==> src/rtl/sobel_frame_ctrl_pkg.sv <==
// Shared types and constants for the Sobel frame sequencer.
// Holds the FSM state encoding and the header/dimension limits.
package sobel_pkg;

  typedef enum logic [2:0] {
    IDLE,
    HDR_H,
    STREAM,
    DRAIN,
    ERROR
  } state_t;

  localparam int          HDR_BYTES = 2;
  localparam logic [15:0] MIN_DIM   = 16'd3;

endpackage

==> src/rtl/sobel_frame_ctrl_if.sv <==
// Stream bundle between UART side, kernel and the frame sequencer.
// master = sequencer, slave = surrounding datapath / environment.
interface sobel_frame_ctrl_if #(
  parameter int DATA_BITS = 8
);

  logic [DATA_BITS-1:0] rx_data;
  logic                 rx_valid;
  logic [DATA_BITS-1:0] krn_data;
  logic                 krn_valid;
  logic                 krn_sof;
  logic                 krn_eol;
  logic [15:0]          krn_x;
  logic [15:0]          krn_y;
  logic [15:0]          krn_width;
  logic [15:0]          krn_height;
  logic [DATA_BITS-1:0] res_data;
  logic                 res_valid;
  logic [DATA_BITS-1:0] tx_data;
  logic                 tx_valid;
  logic                 tx_ready;
  logic                 busy;
  logic                 frame_done;
  logic                 err_dim;
  logic                 overflow;

  modport master (
    input  rx_data, rx_valid,
    input  res_data, res_valid,
    input  tx_ready,
    output krn_data, krn_valid,
    output krn_sof, krn_eol,
    output krn_x, krn_y,
    output krn_width, krn_height,
    output tx_data, tx_valid,
    output busy, frame_done,
    output err_dim, overflow
  );

  modport slave (
    output rx_data, rx_valid,
    output res_data, res_valid,
    output tx_ready,
    input  krn_data, krn_valid,
    input  krn_sof, krn_eol,
    input  krn_x, krn_y,
    input  krn_width, krn_height,
    input  tx_data, tx_valid,
    input  busy, frame_done,
    input  err_dim, overflow
  );

endinterface

==> src/rtl/sobel_out_fifo.sv <==
// First-word-fall-through result buffer for the TX side.
// A push on a full FIFO is dropped unless a pop frees a slot.
module sobel_out_fifo #(
  parameter int DATA_BITS  = 8,
  parameter int FIFO_DEPTH = 16
) (
  input  logic                         clk,
  input  logic                         rst_n,
  input  logic                         push,
  input  logic [DATA_BITS-1:0]         push_data,
  input  logic                         pop,
  output logic [DATA_BITS-1:0]         pop_data,
  output logic                         full,
  output logic                         empty,
  output logic [$clog2(FIFO_DEPTH):0]  count
);

  localparam int AW = $clog2(FIFO_DEPTH);
  localparam int CW = AW + 1;

  logic [DATA_BITS-1:0] mem_q [FIFO_DEPTH];
  logic [AW-1:0]        wr_q, wr_d;
  logic [AW-1:0]        rd_q, rd_d;
  logic [CW-1:0]        cnt_q, cnt_d;
  logic                 wr_en, rd_en;

  assign full     = cnt_q == CW'(FIFO_DEPTH);
  assign empty    = cnt_q == '0;
  assign count    = cnt_q;
  assign pop_data = mem_q[rd_q];

  always_comb begin
    rd_en = pop && !empty;
    wr_en = push && (!full || rd_en);
    wr_d  = wr_q + AW'(wr_en);
    rd_d  = rd_q + AW'(rd_en);
    cnt_d = cnt_q + CW'(wr_en) - CW'(rd_en);
  end

  always_ff @(posedge clk) begin
    if (!rst_n) begin
      wr_q  <= '0;
      rd_q  <= '0;
      cnt_q <= '0;
    end else begin
      wr_q  <= wr_d;
      rd_q  <= rd_d;
      cnt_q <= cnt_d;
    end
  end

  always_ff @(posedge clk) begin
    if (wr_en) mem_q[wr_q] <= push_data;
  end

endmodule

==> src/rtl/sobel_frame_ctrl.sv <==
// Frame sequencer: header parse, pixel tagging, result buffering.
// Optional TX output header enabled by SOBEL_CTRL_HDR_EN.
module sobel_frame_ctrl
  import sobel_pkg::*;
#(
  parameter int DATA_BITS  = 8,
  parameter int MAX_WIDTH  = 32,
  parameter int MAX_HEIGHT = 255,
  parameter int FIFO_DEPTH = 16
) (
  input  logic               clk,
  input  logic               rst_n,
  sobel_frame_ctrl_if.master bus
);

  localparam int CW = $clog2(FIFO_DEPTH) + 1;

  state_t               state_q, state_d;
  logic [15:0]          width_q, width_d;
  logic [15:0]          height_q, height_d;
  logic [15:0]          target_q, target_d;
  logic [15:0]          x_q, x_d, y_q, y_d;
  logic [15:0]          cnt_q, cnt_d;
  logic [15:0]          krn_x_q, krn_x_d;
  logic [15:0]          krn_y_q, krn_y_d;
  logic [DATA_BITS-1:0] krn_data_q, krn_data_d;
  logic                 krn_valid_q, krn_valid_d;
  logic                 krn_sof_q, krn_sof_d;
  logic                 krn_eol_q, krn_eol_d;
  logic                 frame_done_q, frame_done_d;
  logic                 err_dim_q, err_dim_d;
  logic                 overflow_q, overflow_d;

  logic [15:0]          hgt_in;
  logic                 dim_ok, go_stream;
  logic                 res_push, push_ok, pop;
  logic                 fifo_full, fifo_empty;
  logic [CW-1:0]        fifo_cnt, fifo_cnt_nx;
  logic [DATA_BITS-1:0] fifo_data;
  logic                 hdr_pend, hdr_idle_nx;
  logic [DATA_BITS-1:0] hdr_byte;

  sobel_out_fifo #(
    .DATA_BITS (DATA_BITS),
    .FIFO_DEPTH(FIFO_DEPTH)
  ) u_fifo (
    .clk      (clk),
    .rst_n    (rst_n),
    .push     (res_push),
    .push_data(bus.res_data),
    .pop      (pop),
    .pop_data (fifo_data),
    .full     (fifo_full),
    .empty    (fifo_empty),
    .count    (fifo_cnt)
  );

  assign res_push = bus.res_valid &&
                    (state_q == STREAM || state_q == DRAIN);
  assign pop      = bus.tx_ready && !fifo_empty && !hdr_pend;
  assign push_ok  = res_push && (!fifo_full || pop);
  assign fifo_cnt_nx = fifo_cnt + CW'(push_ok) - CW'(pop);

  always_comb begin
    state_d      = state_q;
    width_d      = width_q;
    height_d     = height_q;
    target_d     = target_q;
    x_d          = x_q;
    y_d          = y_q;
    cnt_d        = cnt_q;
    krn_x_d      = krn_x_q;
    krn_y_d      = krn_y_q;
    krn_data_d   = krn_data_q;
    krn_valid_d  = 1'b0;
    krn_sof_d    = 1'b0;
    krn_eol_d    = 1'b0;
    frame_done_d = 1'b0;
    err_dim_d    = err_dim_q;
    overflow_d   = overflow_q;
    go_stream    = 1'b0;
    hgt_in       = 16'(bus.rx_data);
    dim_ok = width_q >= MIN_DIM &&
             width_q <= 16'(MAX_WIDTH) &&
             hgt_in >= MIN_DIM &&
             hgt_in <= 16'(MAX_HEIGHT);

    if (pop) cnt_d = cnt_q + 16'd1;
    if (res_push && fifo_full && !pop) overflow_d = 1'b1;

    unique case (state_q)
      IDLE: begin
        if (bus.rx_valid) begin
          width_d    = 16'(bus.rx_data);
          overflow_d = 1'b0;
          cnt_d      = '0;
          state_d    = HDR_H;
        end
      end
      HDR_H: begin
        if (bus.rx_valid) begin
          height_d = hgt_in;
          target_d = (width_q - 16'd2) * (hgt_in - 16'd2);
          x_d      = '0;
          y_d      = '0;
          if (dim_ok) begin
            state_d   = STREAM;
            go_stream = 1'b1;
          end else begin
            state_d   = ERROR;
            err_dim_d = 1'b1;
          end
        end
      end
      STREAM: begin
        if (bus.rx_valid) begin
          krn_valid_d = 1'b1;
          krn_data_d  = bus.rx_data;
          krn_x_d     = x_q;
          krn_y_d     = y_q;
          krn_sof_d   = x_q == '0 && y_q == '0;
          krn_eol_d   = x_q == width_q - 16'd1;
          if (x_q == width_q - 16'd1) begin
            x_d = '0;
            y_d = y_q + 16'd1;
            if (y_q == height_q - 16'd1) state_d = DRAIN;
          end else begin
            x_d = x_q + 16'd1;
          end
        end
      end
      DRAIN: begin
        // Evaluated on next-cycle values so done lands right after the last pop.
        if (cnt_d == target_q && fifo_cnt_nx == '0 && hdr_idle_nx) begin
          frame_done_d = 1'b1;
          state_d      = IDLE;
        end
      end
      ERROR: ;
      default: state_d = IDLE;
    endcase
  end

  always_ff @(posedge clk) begin
    if (!rst_n) begin
      state_q      <= IDLE;
      width_q      <= '0;
      height_q     <= '0;
      target_q     <= '0;
      x_q          <= '0;
      y_q          <= '0;
      cnt_q        <= '0;
      krn_x_q      <= '0;
      krn_y_q      <= '0;
      krn_data_q   <= '0;
      krn_valid_q  <= 1'b0;
      krn_sof_q    <= 1'b0;
      krn_eol_q    <= 1'b0;
      frame_done_q <= 1'b0;
      err_dim_q    <= 1'b0;
      overflow_q   <= 1'b0;
    end else begin
      state_q      <= state_d;
      width_q      <= width_d;
      height_q     <= height_d;
      target_q     <= target_d;
      x_q          <= x_d;
      y_q          <= y_d;
      cnt_q        <= cnt_d;
      krn_x_q      <= krn_x_d;
      krn_y_q      <= krn_y_d;
      krn_data_q   <= krn_data_d;
      krn_valid_q  <= krn_valid_d;
      krn_sof_q    <= krn_sof_d;
      krn_eol_q    <= krn_eol_d;
      frame_done_q <= frame_done_d;
      err_dim_q    <= err_dim_d;
      overflow_q   <= overflow_d;
    end
  end

`ifdef SOBEL_CTRL_HDR_EN
  logic [1:0] hdr_q, hdr_d;

  always_comb begin
    hdr_d = hdr_q;
    if (go_stream) hdr_d = 2'(HDR_BYTES);
    else if (hdr_q != '0 && bus.tx_ready) hdr_d = hdr_q - 2'd1;
  end

  always_ff @(posedge clk) begin
    if (!rst_n) hdr_q <= '0;
    else        hdr_q <= hdr_d;
  end

  assign hdr_pend    = hdr_q != '0;
  assign hdr_idle_nx = hdr_d == '0;
  assign hdr_byte    = (hdr_q == 2'(HDR_BYTES)) ?
                       DATA_BITS'(width_q - 16'd2) :
                       DATA_BITS'(height_q - 16'd2);
`else
  assign hdr_pend    = 1'b0;
  assign hdr_idle_nx = 1'b1;
  assign hdr_byte    = '0;
`endif

  assign bus.tx_valid   = hdr_pend || !fifo_empty;
  assign bus.tx_data    = hdr_pend   ? hdr_byte :
                          fifo_empty ? '0 : fifo_data;
  assign bus.krn_data   = krn_data_q;
  assign bus.krn_valid  = krn_valid_q;
  assign bus.krn_sof    = krn_sof_q;
  assign bus.krn_eol    = krn_eol_q;
  assign bus.krn_x      = krn_x_q;
  assign bus.krn_y      = krn_y_q;
  assign bus.krn_width  = width_q;
  assign bus.krn_height = height_q;
  assign bus.busy       = state_q != IDLE;
  assign bus.frame_done = frame_done_q;
  assign bus.err_dim    = err_dim_q;
  assign bus.overflow   = overflow_q;

endmodule

==> src/flat_wrapper.sv <==
// flat-port wrapper written by rule: the top's interface ports become plain ports
module sobel_frame_ctrl_flat import sobel_pkg::*;
#(
  parameter int DATA_BITS  = 8,
  parameter int MAX_WIDTH  = 32,
  parameter int MAX_HEIGHT = 255,
  parameter int FIFO_DEPTH = 16
)
  (clk, rst_n, bus_rx_data, bus_rx_valid, bus_res_data, bus_res_valid, bus_tx_ready, bus_krn_data, bus_krn_valid, bus_krn_sof, bus_krn_eol, bus_krn_x, bus_krn_y, bus_krn_width, bus_krn_height, bus_tx_data, bus_tx_valid, bus_busy, bus_frame_done, bus_err_dim, bus_overflow);
  sobel_frame_ctrl_if #(.DATA_BITS(DATA_BITS)) bus_i ();
  input  logic clk;
  input  logic rst_n;
  input wire logic [$bits(bus_i.rx_data)-1:0] bus_rx_data;
  input wire logic [$bits(bus_i.rx_valid)-1:0] bus_rx_valid;
  input wire logic [$bits(bus_i.res_data)-1:0] bus_res_data;
  input wire logic [$bits(bus_i.res_valid)-1:0] bus_res_valid;
  input wire logic [$bits(bus_i.tx_ready)-1:0] bus_tx_ready;
  output wire logic [$bits(bus_i.krn_data)-1:0] bus_krn_data;
  output wire logic [$bits(bus_i.krn_valid)-1:0] bus_krn_valid;
  output wire logic [$bits(bus_i.krn_sof)-1:0] bus_krn_sof;
  output wire logic [$bits(bus_i.krn_eol)-1:0] bus_krn_eol;
  output wire logic [$bits(bus_i.krn_x)-1:0] bus_krn_x;
  output wire logic [$bits(bus_i.krn_y)-1:0] bus_krn_y;
  output wire logic [$bits(bus_i.krn_width)-1:0] bus_krn_width;
  output wire logic [$bits(bus_i.krn_height)-1:0] bus_krn_height;
  output wire logic [$bits(bus_i.tx_data)-1:0] bus_tx_data;
  output wire logic [$bits(bus_i.tx_valid)-1:0] bus_tx_valid;
  output wire logic [$bits(bus_i.busy)-1:0] bus_busy;
  output wire logic [$bits(bus_i.frame_done)-1:0] bus_frame_done;
  output wire logic [$bits(bus_i.err_dim)-1:0] bus_err_dim;
  output wire logic [$bits(bus_i.overflow)-1:0] bus_overflow;
  assign bus_i.rx_data = bus_rx_data;
  assign bus_i.rx_valid = bus_rx_valid;
  assign bus_i.res_data = bus_res_data;
  assign bus_i.res_valid = bus_res_valid;
  assign bus_i.tx_ready = bus_tx_ready;
  assign bus_krn_data = bus_i.krn_data;
  assign bus_krn_valid = bus_i.krn_valid;
  assign bus_krn_sof = bus_i.krn_sof;
  assign bus_krn_eol = bus_i.krn_eol;
  assign bus_krn_x = bus_i.krn_x;
  assign bus_krn_y = bus_i.krn_y;
  assign bus_krn_width = bus_i.krn_width;
  assign bus_krn_height = bus_i.krn_height;
  assign bus_tx_data = bus_i.tx_data;
  assign bus_tx_valid = bus_i.tx_valid;
  assign bus_busy = bus_i.busy;
  assign bus_frame_done = bus_i.frame_done;
  assign bus_err_dim = bus_i.err_dim;
  assign bus_overflow = bus_i.overflow;
  sobel_frame_ctrl #(.DATA_BITS(DATA_BITS), .MAX_WIDTH(MAX_WIDTH), .MAX_HEIGHT(MAX_HEIGHT), .FIFO_DEPTH(FIFO_DEPTH)) u_core (.clk(clk), .rst_n(rst_n), .bus(bus_i));
endmodule
==> config.mk <==
export PLATFORM = sky130hd
export DESIGN_NAME = sobel_frame_ctrl_flat
export DESIGN_NICKNAME = d
export VERILOG_FILES = /design/src/rtl/sobel_frame_ctrl_pkg.sv /design/src/rtl/sobel_frame_ctrl_if.sv /design/src/rtl/sobel_out_fifo.sv /design/src/rtl/sobel_frame_ctrl.sv /design/src/flat_wrapper.sv
export SDC_FILE = /design/constraint.sdc
export NUM_CORES = 1
export LEC_CHECK = 0
export CORE_MARGIN = 2
export CORE_UTILIZATION = 35
export DETAILED_ROUTE_END_ITERATION = 12
export SKIP_LAST_GASP = 1
export SYNTH_ARGS = -nofsm -noshare
export SYNTH_HDL_FRONTEND = slang
export SYNTH_SLANG_ARGS = --single-unit
export TNS_END_PERCENT = 1
==> constraint.sdc <==
create_clock -name clk -period 8.81 [get_ports clk]
set_input_delay 1.3215 -clock clk [delete_from_list [all_inputs] [get_ports clk]]
set_output_delay 1.3215 -clock clk [all_outputs]
set_load 0.02 [all_outputs]
==> metrics.cfg <==
[sta]
min_period_over_period_pct=87.1
rsz0062_at_grt=false
period_needed_ns=7.68
fmaxAchievable_mhz=130
max_slew.worst_pin.slew_ns=1.17
finalHoldViolCount=0
worst_clk_skew_ns=0.0168
maxSlewViolCount=0
slew_headroom_pct=21.5
setup_viol_count_final=0
totalNegativeSetupSlack_ns=0
worst_hold_slack_ns=0.462

[clock_tree]
postCtsHoldBufs=0
postCtsResizedCells=0
cts.sinks=270
cts_max_path_buffers=3
clock_latency_at_the_later_pin_of_the_worst_skew_pair_ns=0.59
post-cts-setup-buffer-count=0
root_buffer=clkbuf_16
clock_tree.htree_level_count=1
cts_buffers=31
clk_pin_slew_ns=0.07
tritoncts=built

[routing]
dr.first_iter.drc_count=647
routed_wire_length_per_instance_um=16.7
vias=11100
postRouteAntennaNets=0
wl_mm=37.5
vias_per_cell=4.93
firstDrtPassIters=4
drc_errors=0

[setup_path]
worstReg2RegStart=u_core.bus.krn_width[1]
rr_worst_depth=22
arrival_ns=8.21
critPathRequiredTime_ns=9.34
critical_path_class=in -> reg
regToRegSetupSlack_ns=1.74
timing.critical_path.from_type=input port
crit_path_max_fanout=15
worstSetupEndpointType=flip-flop
capture_instance_of_the_worst_register_to_register_path=u_core.target_q[15]

[logic_synthesis]
synth-edff-count=128
synth_async_sr_flop_share_pct=0
area_share_of_the_largest_cell_type_after_synthesis_pct=24.0
synth_area_um2=16000
mapped_cells=1548
commonest_register_cell_after_synthesis=dfxtp_1
syn_avg_cell_area_um2=10.4
seq_area_frac_synth_pct=41.7
ff_latch_count_synth=270
synth_top_cells_by_count=nand2_1, inv_1, nor2_1
synth_top_cell_by_area=edfxtp_1
synth.distinct_cells=77
synth.most_common_cell=nand2_1
netlist_top_cells_area=edfxtp_1, dfxtp_1, fa_1, ha_1, mux4_2
ys_warn_count=0

[global_routing]
grt_antenna_before_repair=0
global_route.overflow_total=0
wire_length_of_the_first_global_routing_pass_mm=60.5
first_global_vias=11200
total_routing_usage_gr_pct=15.9
largest_net_degree_at_the_start_of_global_routing=50

[final_layout]
antenna_cells=0
register_area_um2=6690
area_delta_synth_final_pct=15.9
multi_input_comb_area_um2=8430
final_net_count=1792
proportion_of_layout_cells_with_a_drive_suffix_above_1_pct=8.51
fillCellCount=4407

[placed_design]
dp_hpwl_mm=26.6
finalWeightedCongestion=0.823
port-buffer-count=92

[floorplanning]
dieArea_um2=47500
io-pin-count=109
floorplan.core_area_um2=45300
fp-row-count=78
floorplan.initialDensity_pct=35.4
die_h_um=218
fp.dieW_um=218

[pwr]
power_per_cell_area_nw_per_um2=396
power.leakage_nw=7.08
peakVddDrop_v=0.000452

[worst_hold_path]
hold_path_class=reg -> reg
hold_path_end=u_core.bus.krn_y[9]
hp-start=u_core.bus.krn_y[9]
whs_path_depth=2

[run]
drv_cap=0

[outcome]
outcome=finished, final reports clean

==> power breakdown <==
group / switching, mW / total [mW] / internal [mW]
Clock: 0.547 / 1.36 / 0.815
Combinational: 2.52 / 4.58 / 2.05
Sequential: 0.0645 / 1.42 / 1.36
Total: 3.13 / 7.36 / 4.23
==> cell type report <==
type                    count  share of cell area [%]
clock buffers              36                    4.38
clock inverters            22                    1.47
inverters                 162                    3.27
multi-input cells        1050                    45.4
flip-flops and latches    270                    36.0
well taps                 600                    4.04
repair buffers            105                    5.45
==> cells in the final DEF, fill, tap and decap left out, types with 6 or more instances in the layout <==
| cell type | instances |
|---|---|
| nand2_1 | 171 |
| inv_1 | 162 |
| nor2_1 | 159 |
| dfxtp_1 | 141 |
| edfxtp_1 | 128 |
| clkdlybuf4s50_1 | 91 |
| fa_1 | 79 |
| ha_1 | 72 |
| xnor2_1 | 65 |
| a21boi_0 | 63 |
| xor2_1 | 54 |
| mux4_2 | 40 |
| nand3_1 | 36 |
| and2_1 | 32 |
| clkbuf_16 | 31 |
| o21ai_0 | 24 |
| nor3_1 | 23 |
| nand4_1 | 23 |
| a21oi_1 | 18 |
| and3_1 | 16 |
| conb_1 | 16 |
| nand2b_1 | 15 |
| nor4_1 | 14 |
| or2_2 | 14 |
| buf_4 | 13 |
| nor2b_1 | 9 |
| or3_1 | 8 |
| nor3b_1 | 6 |
| a21o_1 | 6 |
| clkinv_2 | 6 |
==> sequential cells by signal, indices dropped and copies added (netlist names), 3 cells and up <==
| register | flops |
|---|---|
| u_core.bus.krn_x | 16 |
| u_core.bus.krn_y | 16 |
| u_core.bus.krn_data | 8 |
| u_core.bus.krn_width | 8 |
| u_core.x_q | 16 |
| u_core.cnt_q | 16 |
| u_core.u_fifo.rd_q | 4 |
| u_core.u_fifo.mem_q | 128 |
| u_core.u_fifo.count | 5 |
| u_core.u_fifo.wr_q | 4 |
| u_core.state_q | 3 |
| u_core.bus.krn_height | 8 |
| u_core.target_q | 16 |
| u_core.y_q | 16 |
==> stage by stage <==
stage / area [um2] / instances / power (mW) / util [%] / worst slack [ns]
final: 18600 / 2245 / 7.36 / 41.0 / 1.13
after floorplan: 16100 / 1563 / 5.14 / - / 1.68
after global placement: 17500 / 2187 / 6.02 / 38.6 / 0.685
after detailed placement: 17500 / 2187 / 6.07 / 38.6 / 0.537
after CTS: 18600 / 2245 / 7.47 / 41.0 / 1.18
after global routing: 18600 / 2245 / 8.17 / 41.0 / 0.736
==> routing by layer <==
layer  routed length [um]  GRT usage, %  vias up
li1                     -             -     5353
met3                 2160          3.60       57
met4                  906          4.08        0
met1                17100          21.2     5406
met5                    0             0        -
met2                17300          26.2      262
==> critical path: stages <==
cell and delay [ns]:
clkdlybuf4s50_1 0.83, inv_1 0.13, ha_1 0.27, nand2_1 0.08
xor2_1 0.55, nor2_1 0.22, fa_1 0.61, inv_1 0.07
fa_1 0.47, fa_1 0.51, inv_1 0.05, fa_1 0.47
inv_1 0.06, fa_1 0.50, fa_1 0.44, xnor2_1 0.20
xnor2_1 0.15, xnor3_1 0.25, xnor2_1 0.20, xnor2_1 0.15
xnor3_1 0.25, or3_1 0.35, nand3_1 0.09
==> worst max-delay path by stage <==
stage	start	end	cells past startpoint
floorplan	bus_rx_data[3]	u_core.target_q[15]	22
global placement	bus_rx_data[1]	u_core.target_q[15]	23
detailed placement	bus_rx_data[1]	u_core.target_q[15]	23
CTS	bus_rx_data[1]	u_core.target_q[15]	23
global route	bus_rx_data[1]	u_core.target_q[15]	23
finish	bus_rx_data[1]	u_core.target_q[15]	23
==> cell families (layout without fill, tap and decap cells) <==
| logic type | Yosys count | in the layout | synth area share, % |
|---|---|---|---|
| DFF | 270 | 270 | 41.7 |
| adders and majority gates | 151 | 151 | 15.5 |
| AOI/OAI and AO/OA | 162 | 162 | 7.46 |
| xor gates and xnor gates | 121 | 121 | 6.78 |
| muxes | 45 | 45 | 5.96 |
| and+or+nand+nor | 555 | 555 | 16.4 |
| other | 1 | 16 | 0.0234 |
| buffers and inverters | 243 | 325 | 6.15 |
Note: power is estimated with default switching activity, not from simulation.
